`config.mk`:
```
export PLATFORM = sky130hd
export DESIGN_NAME = dds_lane_combiner
export DESIGN_NICKNAME = d
export VERILOG_FILES = /design/src/rtl/dds_lane_combiner.sv
export SDC_FILE = /design/constraint.sdc
export NUM_CORES = 2
export LEC_CHECK = 0
export ABC_AREA = 1
export BUFFER_PORTS_ARGS = -buffer_cell sky130_fd_sc_hd__clkbuf_2
export CAP_MARGIN = 20
export CELL_PAD_IN_SITES_DETAIL_PLACEMENT = 0
export CELL_PAD_IN_SITES_GLOBAL_PLACEMENT = 1
export CORE_AREA = 8 8 312 617
export CTS_BUF_LIST = sky130_fd_sc_hd__clkbuf_8 sky130_fd_sc_hd__clkbuf_16
export CTS_CLUSTER_DIAMETER = 30
export DETAILED_ROUTE_END_ITERATION = 10
export DIE_AREA = 0 0 320 625
export GPL_TIMING_DRIVEN = 0
export PLACE_DENSITY_LB_ADDON = 0.1
export SETUP_SLACK_MARGIN = 0.5
export SLEW_MARGIN = 20
export SYNTH_ARGS = -nofsm -noshare
export SYNTH_HDL_FRONTEND = slang
export SYNTH_SLANG_ARGS = --single-unit
```
`constraint.sdc`:
```
create_clock -name clk -period 45.2 [get_ports clk]
set_input_delay 4.52 -clock clk [delete_from_list [all_inputs] [get_ports clk]]
set_output_delay 4.52 -clock clk [all_outputs]
set_load 0.01 [all_outputs]
```
`src/rtl/dds_lane_combiner.sv`:
```
// -----------------------------------------------------------------------------
// dds_lane_combiner
// Combines the eight sin lanes and eight cos lanes of the DDS array into one
// sin and one cos sample. The path is a five-stage registered pipeline:
// lane capture with per-lane gating, a three-level adder tree, and then
// round/saturate into the output register.
//
// Ports:
//   clk      - sample clock
//   rst      - asynchronous active-high reset
//   in_val   - lane data valid
//   lane_en  - per-lane enable (bit i gates sin lane i and cos lane i)
//   sin_in   - packed sin lanes, lane i at [i*IN_W +: IN_W], two's complement
//   cos_in   - packed cos lanes, same packing
//   ovf_clr  - synchronous clear of the sticky overflow flags
//   sin_out  - combined sin sample (OUT_W, signed)
//   cos_out  - combined cos sample (OUT_W, signed)
//   out_val  - output valid, in_val delayed by 5 cycles
//   sin_ovf  - sticky flag: sin saturation has occurred
//   cos_ovf  - sticky flag: cos saturation has occurred
//   hdrm_ok  - both outputs keep a spare sign bit (MSB == MSB-1)
//
// Optional build macro DDS_COMB_CLIPCNT_EN adds sin_clip_cnt / cos_clip_cnt.
// These are 16-bit saturating counters of valid clipped samples, and they are
// cleared by ovf_clr.
// -----------------------------------------------------------------------------
`timescale 1ns/1ps
module dds_lane_combiner #(
  parameter int IN_W  = 26,
  parameter int OUT_W = 16,
  parameter int SHIFT = 13
) (
  input  logic                   clk,
  input  logic                   rst,
  input  logic                   in_val,
  input  logic [7:0]             lane_en,
  input  logic [8*IN_W-1:0]      sin_in,
  input  logic [8*IN_W-1:0]      cos_in,
  input  logic                   ovf_clr,
  output logic [OUT_W-1:0]       sin_out,
  output logic [OUT_W-1:0]       cos_out,
  output logic                   out_val,
  output logic                   sin_ovf,
  output logic                   cos_ovf,
`ifdef DDS_COMB_CLIPCNT_EN
  output logic [15:0]            sin_clip_cnt,
  output logic [15:0]            cos_clip_cnt,
`endif
  output logic                   hdrm_ok
);

  localparam int SUM_W = IN_W + 3;
  localparam int RND_W = IN_W + 4;

  // Rounding offset and saturation limits. They are built at RND_W bits so
  // every comparison is done between operands of the same signed width.
  localparam logic signed [RND_W-1:0] RND_ADD =
    {{(RND_W-SHIFT){1'b0}}, 1'b1, {(SHIFT-1){1'b0}}};
  localparam logic signed [RND_W-1:0] MAX_V =
    {{(RND_W-OUT_W+1){1'b0}}, {(OUT_W-1){1'b1}}};
  localparam logic signed [RND_W-1:0] MIN_V =
    {{(RND_W-OUT_W+1){1'b1}}, {(OUT_W-1){1'b0}}};

  // Round half-up, shift right arithmetically, then saturate.
  // The return value is {clipped, sample}.
  function automatic logic [OUT_W:0] round_sat(input logic [SUM_W-1:0] s);
    logic signed [RND_W-1:0] ext;
    logic signed [RND_W-1:0] r;
    ext = $signed({s[SUM_W-1], s}) + RND_ADD;
    r   = ext >>> SHIFT;
    if (r > MAX_V)      return {1'b1, MAX_V[OUT_W-1:0]};
    else if (r < MIN_V) return {1'b1, MIN_V[OUT_W-1:0]};
    else                return {1'b0, r[OUT_W-1:0]};
  endfunction

  logic [IN_W-1:0]   r_sin1 [8];
  logic [IN_W-1:0]   r_cos1 [8];
  logic [IN_W:0]     r_sin2 [4];
  logic [IN_W:0]     r_cos2 [4];
  logic [IN_W+1:0]   r_sin3 [2];
  logic [IN_W+1:0]   r_cos3 [2];
  logic [SUM_W-1:0]  r_sin4;
  logic [SUM_W-1:0]  r_cos4;
  logic              r_v1, r_v2, r_v3, r_v4;

  logic [OUT_W:0]    w_sin_rs;
  logic [OUT_W:0]    w_cos_rs;
  logic              w_sin_clip;
  logic              w_cos_clip;

  // Stage 1: capture lanes. A disabled lane is forced to zero here, so an
  // enable change stays aligned with the data it gates.
  always_ff @(posedge clk or posedge rst) begin
    if (rst) begin
      for (int i = 0; i < 8; i++) begin
        r_sin1[i] <= {IN_W{1'b0}};
        r_cos1[i] <= {IN_W{1'b0}};
      end
      r_v1 <= 1'b0;
    end else begin
      for (int i = 0; i < 8; i++) begin
        r_sin1[i] <= lane_en[i] ? sin_in[i*IN_W +: IN_W] : {IN_W{1'b0}};
        r_cos1[i] <= lane_en[i] ? cos_in[i*IN_W +: IN_W] : {IN_W{1'b0}};
      end
      r_v1 <= in_val;
    end
  end

  // Stages 2-4: sign-extended adder tree. Each level grows by one bit, so no
  // level can overflow.
  always_ff @(posedge clk or posedge rst) begin
    if (rst) begin
      for (int j = 0; j < 4; j++) begin
        r_sin2[j] <= {(IN_W+1){1'b0}};
        r_cos2[j] <= {(IN_W+1){1'b0}};
      end
      for (int k = 0; k < 2; k++) begin
        r_sin3[k] <= {(IN_W+2){1'b0}};
        r_cos3[k] <= {(IN_W+2){1'b0}};
      end
      r_sin4 <= {SUM_W{1'b0}};
      r_cos4 <= {SUM_W{1'b0}};
      r_v2   <= 1'b0;
      r_v3   <= 1'b0;
      r_v4   <= 1'b0;
    end else begin
      for (int j = 0; j < 4; j++) begin
        r_sin2[j] <= {r_sin1[2*j][IN_W-1], r_sin1[2*j]} +
                     {r_sin1[2*j+1][IN_W-1], r_sin1[2*j+1]};
        r_cos2[j] <= {r_cos1[2*j][IN_W-1], r_cos1[2*j]} +
                     {r_cos1[2*j+1][IN_W-1], r_cos1[2*j+1]};
      end
      for (int k = 0; k < 2; k++) begin
        r_sin3[k] <= {r_sin2[2*k][IN_W], r_sin2[2*k]} +
                     {r_sin2[2*k+1][IN_W], r_sin2[2*k+1]};
        r_cos3[k] <= {r_cos2[2*k][IN_W], r_cos2[2*k]} +
                     {r_cos2[2*k+1][IN_W], r_cos2[2*k+1]};
      end
      r_sin4 <= {r_sin3[0][IN_W+1], r_sin3[0]} + {r_sin3[1][IN_W+1], r_sin3[1]};
      r_cos4 <= {r_cos3[0][IN_W+1], r_cos3[0]} + {r_cos3[1][IN_W+1], r_cos3[1]};
      r_v2   <= r_v1;
      r_v3   <= r_v2;
      r_v4   <= r_v3;
    end
  end

  // Stage 5 combinational part: round and saturate the tree outputs.
  always_comb begin
    w_sin_rs   = round_sat(r_sin4);
    w_cos_rs   = round_sat(r_cos4);
    w_sin_clip = r_v4 & w_sin_rs[OUT_W];
    w_cos_clip = r_v4 & w_cos_rs[OUT_W];
  end

  // Output register. Samples and headroom update only on valid; out_val
  // follows the pipeline valid unconditionally.
  always_ff @(posedge clk or posedge rst) begin
    if (rst) begin
      sin_out <= {OUT_W{1'b0}};
      cos_out <= {OUT_W{1'b0}};
      out_val <= 1'b0;
      hdrm_ok <= 1'b1;
    end else begin
      out_val <= r_v4;
      if (r_v4) begin
        sin_out <= w_sin_rs[OUT_W-1:0];
        cos_out <= w_cos_rs[OUT_W-1:0];
        hdrm_ok <= (w_sin_rs[OUT_W-1] == w_sin_rs[OUT_W-2]) &&
                   (w_cos_rs[OUT_W-1] == w_cos_rs[OUT_W-2]);
      end
    end
  end

  // Sticky overflow flags. A clip in the same cycle as ovf_clr wins, so
  // a clip event is never lost.
  always_ff @(posedge clk or posedge rst) begin
    if (rst) begin
      sin_ovf <= 1'b0;
      cos_ovf <= 1'b0;
    end else begin
      if (w_sin_clip)   sin_ovf <= 1'b1;
      else if (ovf_clr) sin_ovf <= 1'b0;
      if (w_cos_clip)   cos_ovf <= 1'b1;
      else if (ovf_clr) cos_ovf <= 1'b0;
    end
  end

`ifdef DDS_COMB_CLIPCNT_EN
  // Saturating clip counters. A clear that coincides with a clip restarts
  // the count at 1.
  always_ff @(posedge clk or posedge rst) begin
    if (rst) begin
      sin_clip_cnt <= 16'd0;
      cos_clip_cnt <= 16'd0;
    end else begin
      if (ovf_clr)
        sin_clip_cnt <= {15'd0, w_sin_clip};
      else if (w_sin_clip && (sin_clip_cnt != 16'hFFFF))
        sin_clip_cnt <= sin_clip_cnt + 16'd1;
      if (ovf_clr)
        cos_clip_cnt <= {15'd0, w_cos_clip};
      else if (w_cos_clip && (cos_clip_cnt != 16'hFFFF))
        cos_clip_cnt <= cos_clip_cnt + 16'd1;
    end
  end
`endif

endmodule

```
==> metrics.cfg <==
[outcome]
status=completed

[min_path]
worstHoldStart=r_v1$_DFF_PP0_
hp-class=register to register
min_path_cells=0
holdPathEnd=r_v2$_DFF_PP0_

[floorplan]
start_util_pct=25.9
std_cell_rows=223
die_x_um=320
dieArea_mm2=0.200
ios=464
dieHeight_um=625
coreArea_mm2=0.184

[clock_network]
path_clk_slew_ns=0.05
postCtsSetupBuffers=0
root_buffer=clkbuf_16
htreeDepth=4
cts_tree=done
clock_latency_ns=0.81
clock_sinks=818
cts-resized-gates=0
cts_inserted_buffers=158
clockBufferDepth=4
cts_hold_buf=0

[global_routing]
grt_util_met1_pct=18.9
grt.total_usage_pct=18.9
grt_max_degree=109
grt_pass1_wl_mm=286
grt_antenna_before_repair=13
busiest_layer=met2
grt_use_met2_pct=37.9
first_global_vias=46501
globalRouteOverflowTotal=0
gr-usage-met3_pct=2.80

[route]
wire_per_inst_um=20.7
vias=41862
detail-route-antenna-nets=0
viasPerCell=4.54
dr.pass1.iters=6
drc_errors=0
postRouteWirelength_mm=191
drt_iter0_markers=1934

[finish]
final_cell_mix=nand2_1 (1663), inv_1 (963), dfrtp_1 (817), nor2_1 (491), clkbuf_2 (459)
drive_above_1_share_pct=11.4
seq_area_mm2=0.0205
multi_input_area_mm2=0.0234
fill_cells=20184
nNetsFinal=7549
layout_commonest_cell=nand2_1
area_growth_pct=22.5

[critical_path]
critPathMaxFanout=108
reg2reg_depth=13
crit_path_max_incr_delay_ns=0.45
required_ns=46.08
rr_startpoint=r_cos2[0]$_DFF_PP0_
r2r_slack_ns=42.37
rr_endpoint=r_cos3[16]$_DFF_PP0_
cp_data_arrival_time_ns=6.96
path_cells=clkbuf_2 -> inv_8 -> buf_16 -> buf_16 -> buf_16 -> buf_16
cp_slowest_cell=buf_16
worstSetupEndpointType=async pin
crit_family=buffers and inverters
crit_buf_inv=6
cp_common_cell=buf_16
criticalPathCategory=input port to async pin
cp-start-kind=input port

[synthesis]
synthCells=6112
yosysUniqueCellTypes=38
syn-cell-area_mm2=0.0477
ys_warn_count=0
synth-seq-cells=818
synthesis.nets=6924
ys_seq_area_share_pct=43.0
synth_area_per_cell_um2=7.80
synth_top_cell_area_share_pct=42.9
yosysTopAreaCell=dfrtp_1
synthTopCellsByArea=dfrtp_1 (43%), nand2_1 (13%), ha_1 (9.8%)

[timing]
maxSlewHeadroom_pct=31.8
tightest_slew_ns=1.02
timing.final.hold_violations=0
grt_setup_unrepaired=no
setup-tns-final_ns=0
setup_viol=0
finalCritPeriodShare_pct=13.4
slew_violations=0
fmax_ghz=0.165
fin_crit_ns=6.08
skew_ns=0.0516

[place]
io_buffer_count=455
hpwl_mm=163
place.gp.congestion=0.898

[job]
maxCapViolations=0

[power_and_ir_drop]
peakVddDrop_v=0.0000251
p_per_area_mw_per_mm2=53.4
total_power_mw=3.12
leakagePower_nw=32.5

[power breakdown]
group,internal [mW],total (mW),switching (mW)
clock network,0.727,1.15,0.424
registers,0.865,0.966,0.101
logic,0.328,0.999,0.671
[state kept, by name, summed over array words and instances, names as in the netlist, 16 cells and up]
signal and cells:
r_sin1 208, r_cos3 56, cos_out 16, r_cos4 17, r_cos1 208, sin_out 16, r_cos2 108, r_sin3 56
r_sin4 17, r_sin2 108
[layer usage]
layer  vias to the layer above  share of wire [%]
li1                      20811                  -
met1                     19671                 36
met2                       992                 55
met3                       380                3.8
met4                         8                4.7
met5                         -              0.030
[final cells by class]
type,count,area share [%]
diodes,5,0.0214
multi-input cells,4283,40.0
inverters,957,6.17
repair buffers,465,4.33
flip-flops and latches,818,35.1
clock inverters,103,1.80
clock buffers,171,7.12
well taps,2362,5.06
plain buffers,54,0.386
[how the worst max path moves through the flow]
stage	depth (start not counted)	to	start
after detailed placement	6	r_cos1[181]$_DFF_PP0_	rst
after global routing	6	r_cos1[117]$_DFF_PP0_	rst
final	6	r_cos1[117]$_DFF_PP0_	rst
after floorplan	1	cos_out[0]$_DFFE_PP0P_	rst
after CTS	6	r_cos1[181]$_DFF_PP0_	rst
after global placement	2	r_cos1[181]$_DFF_PP0_	rst
[synth_stat cells, drive strengths merged]
master / number
ha: 372
o22ai: 4
fa: 12
a31o: 1
a21oi: 456
and3: 3
nor2: 500
dfrtp: 817
inv: 957
buf: 4
a31oi: 4
a21o: 41
nand4: 110
nand2: 1665
a21boi: 14
nor4: 5
xor2: 219
nand3: 320
dfstp: 1
o21ai: 261
nand3b: 9
o21bai: 55
nor3: 135
xnor2: 54
nand2b: 6
or2: 12
o31ai: 12
clkbuf: 50
o21a: 13
[through the flow]
step                util [%]  setup slack [ns]  cells  cell area [um^2]  hold WS [ns]
finish                  31.7             39.12   9218             58400         0.354
global route            31.7             38.72   9215             58400         0.358
CTS                     31.7             39.02   9213             58400         0.355
detailed placement      28.9             38.17   8939             53100         0.341
global placement        28.7              8.39   8929             52900         0.344
floorplan                  -             17.71   6112             47700         0.331
[cells by family after synthesis]
family | count (synthesis) | share of synthesized area (%)
DFF | 818 | 43.0
adders and majority gates | 384 | 10.3
xor gates and xnor gates | 273 | 5.02
AOI/OAI and AO/OA | 861 | 9.91
and+or+nand+nor | 2765 | 23.8
buffers and inverters | 1011 | 8.00
Power figures use the tool's default switching activity.
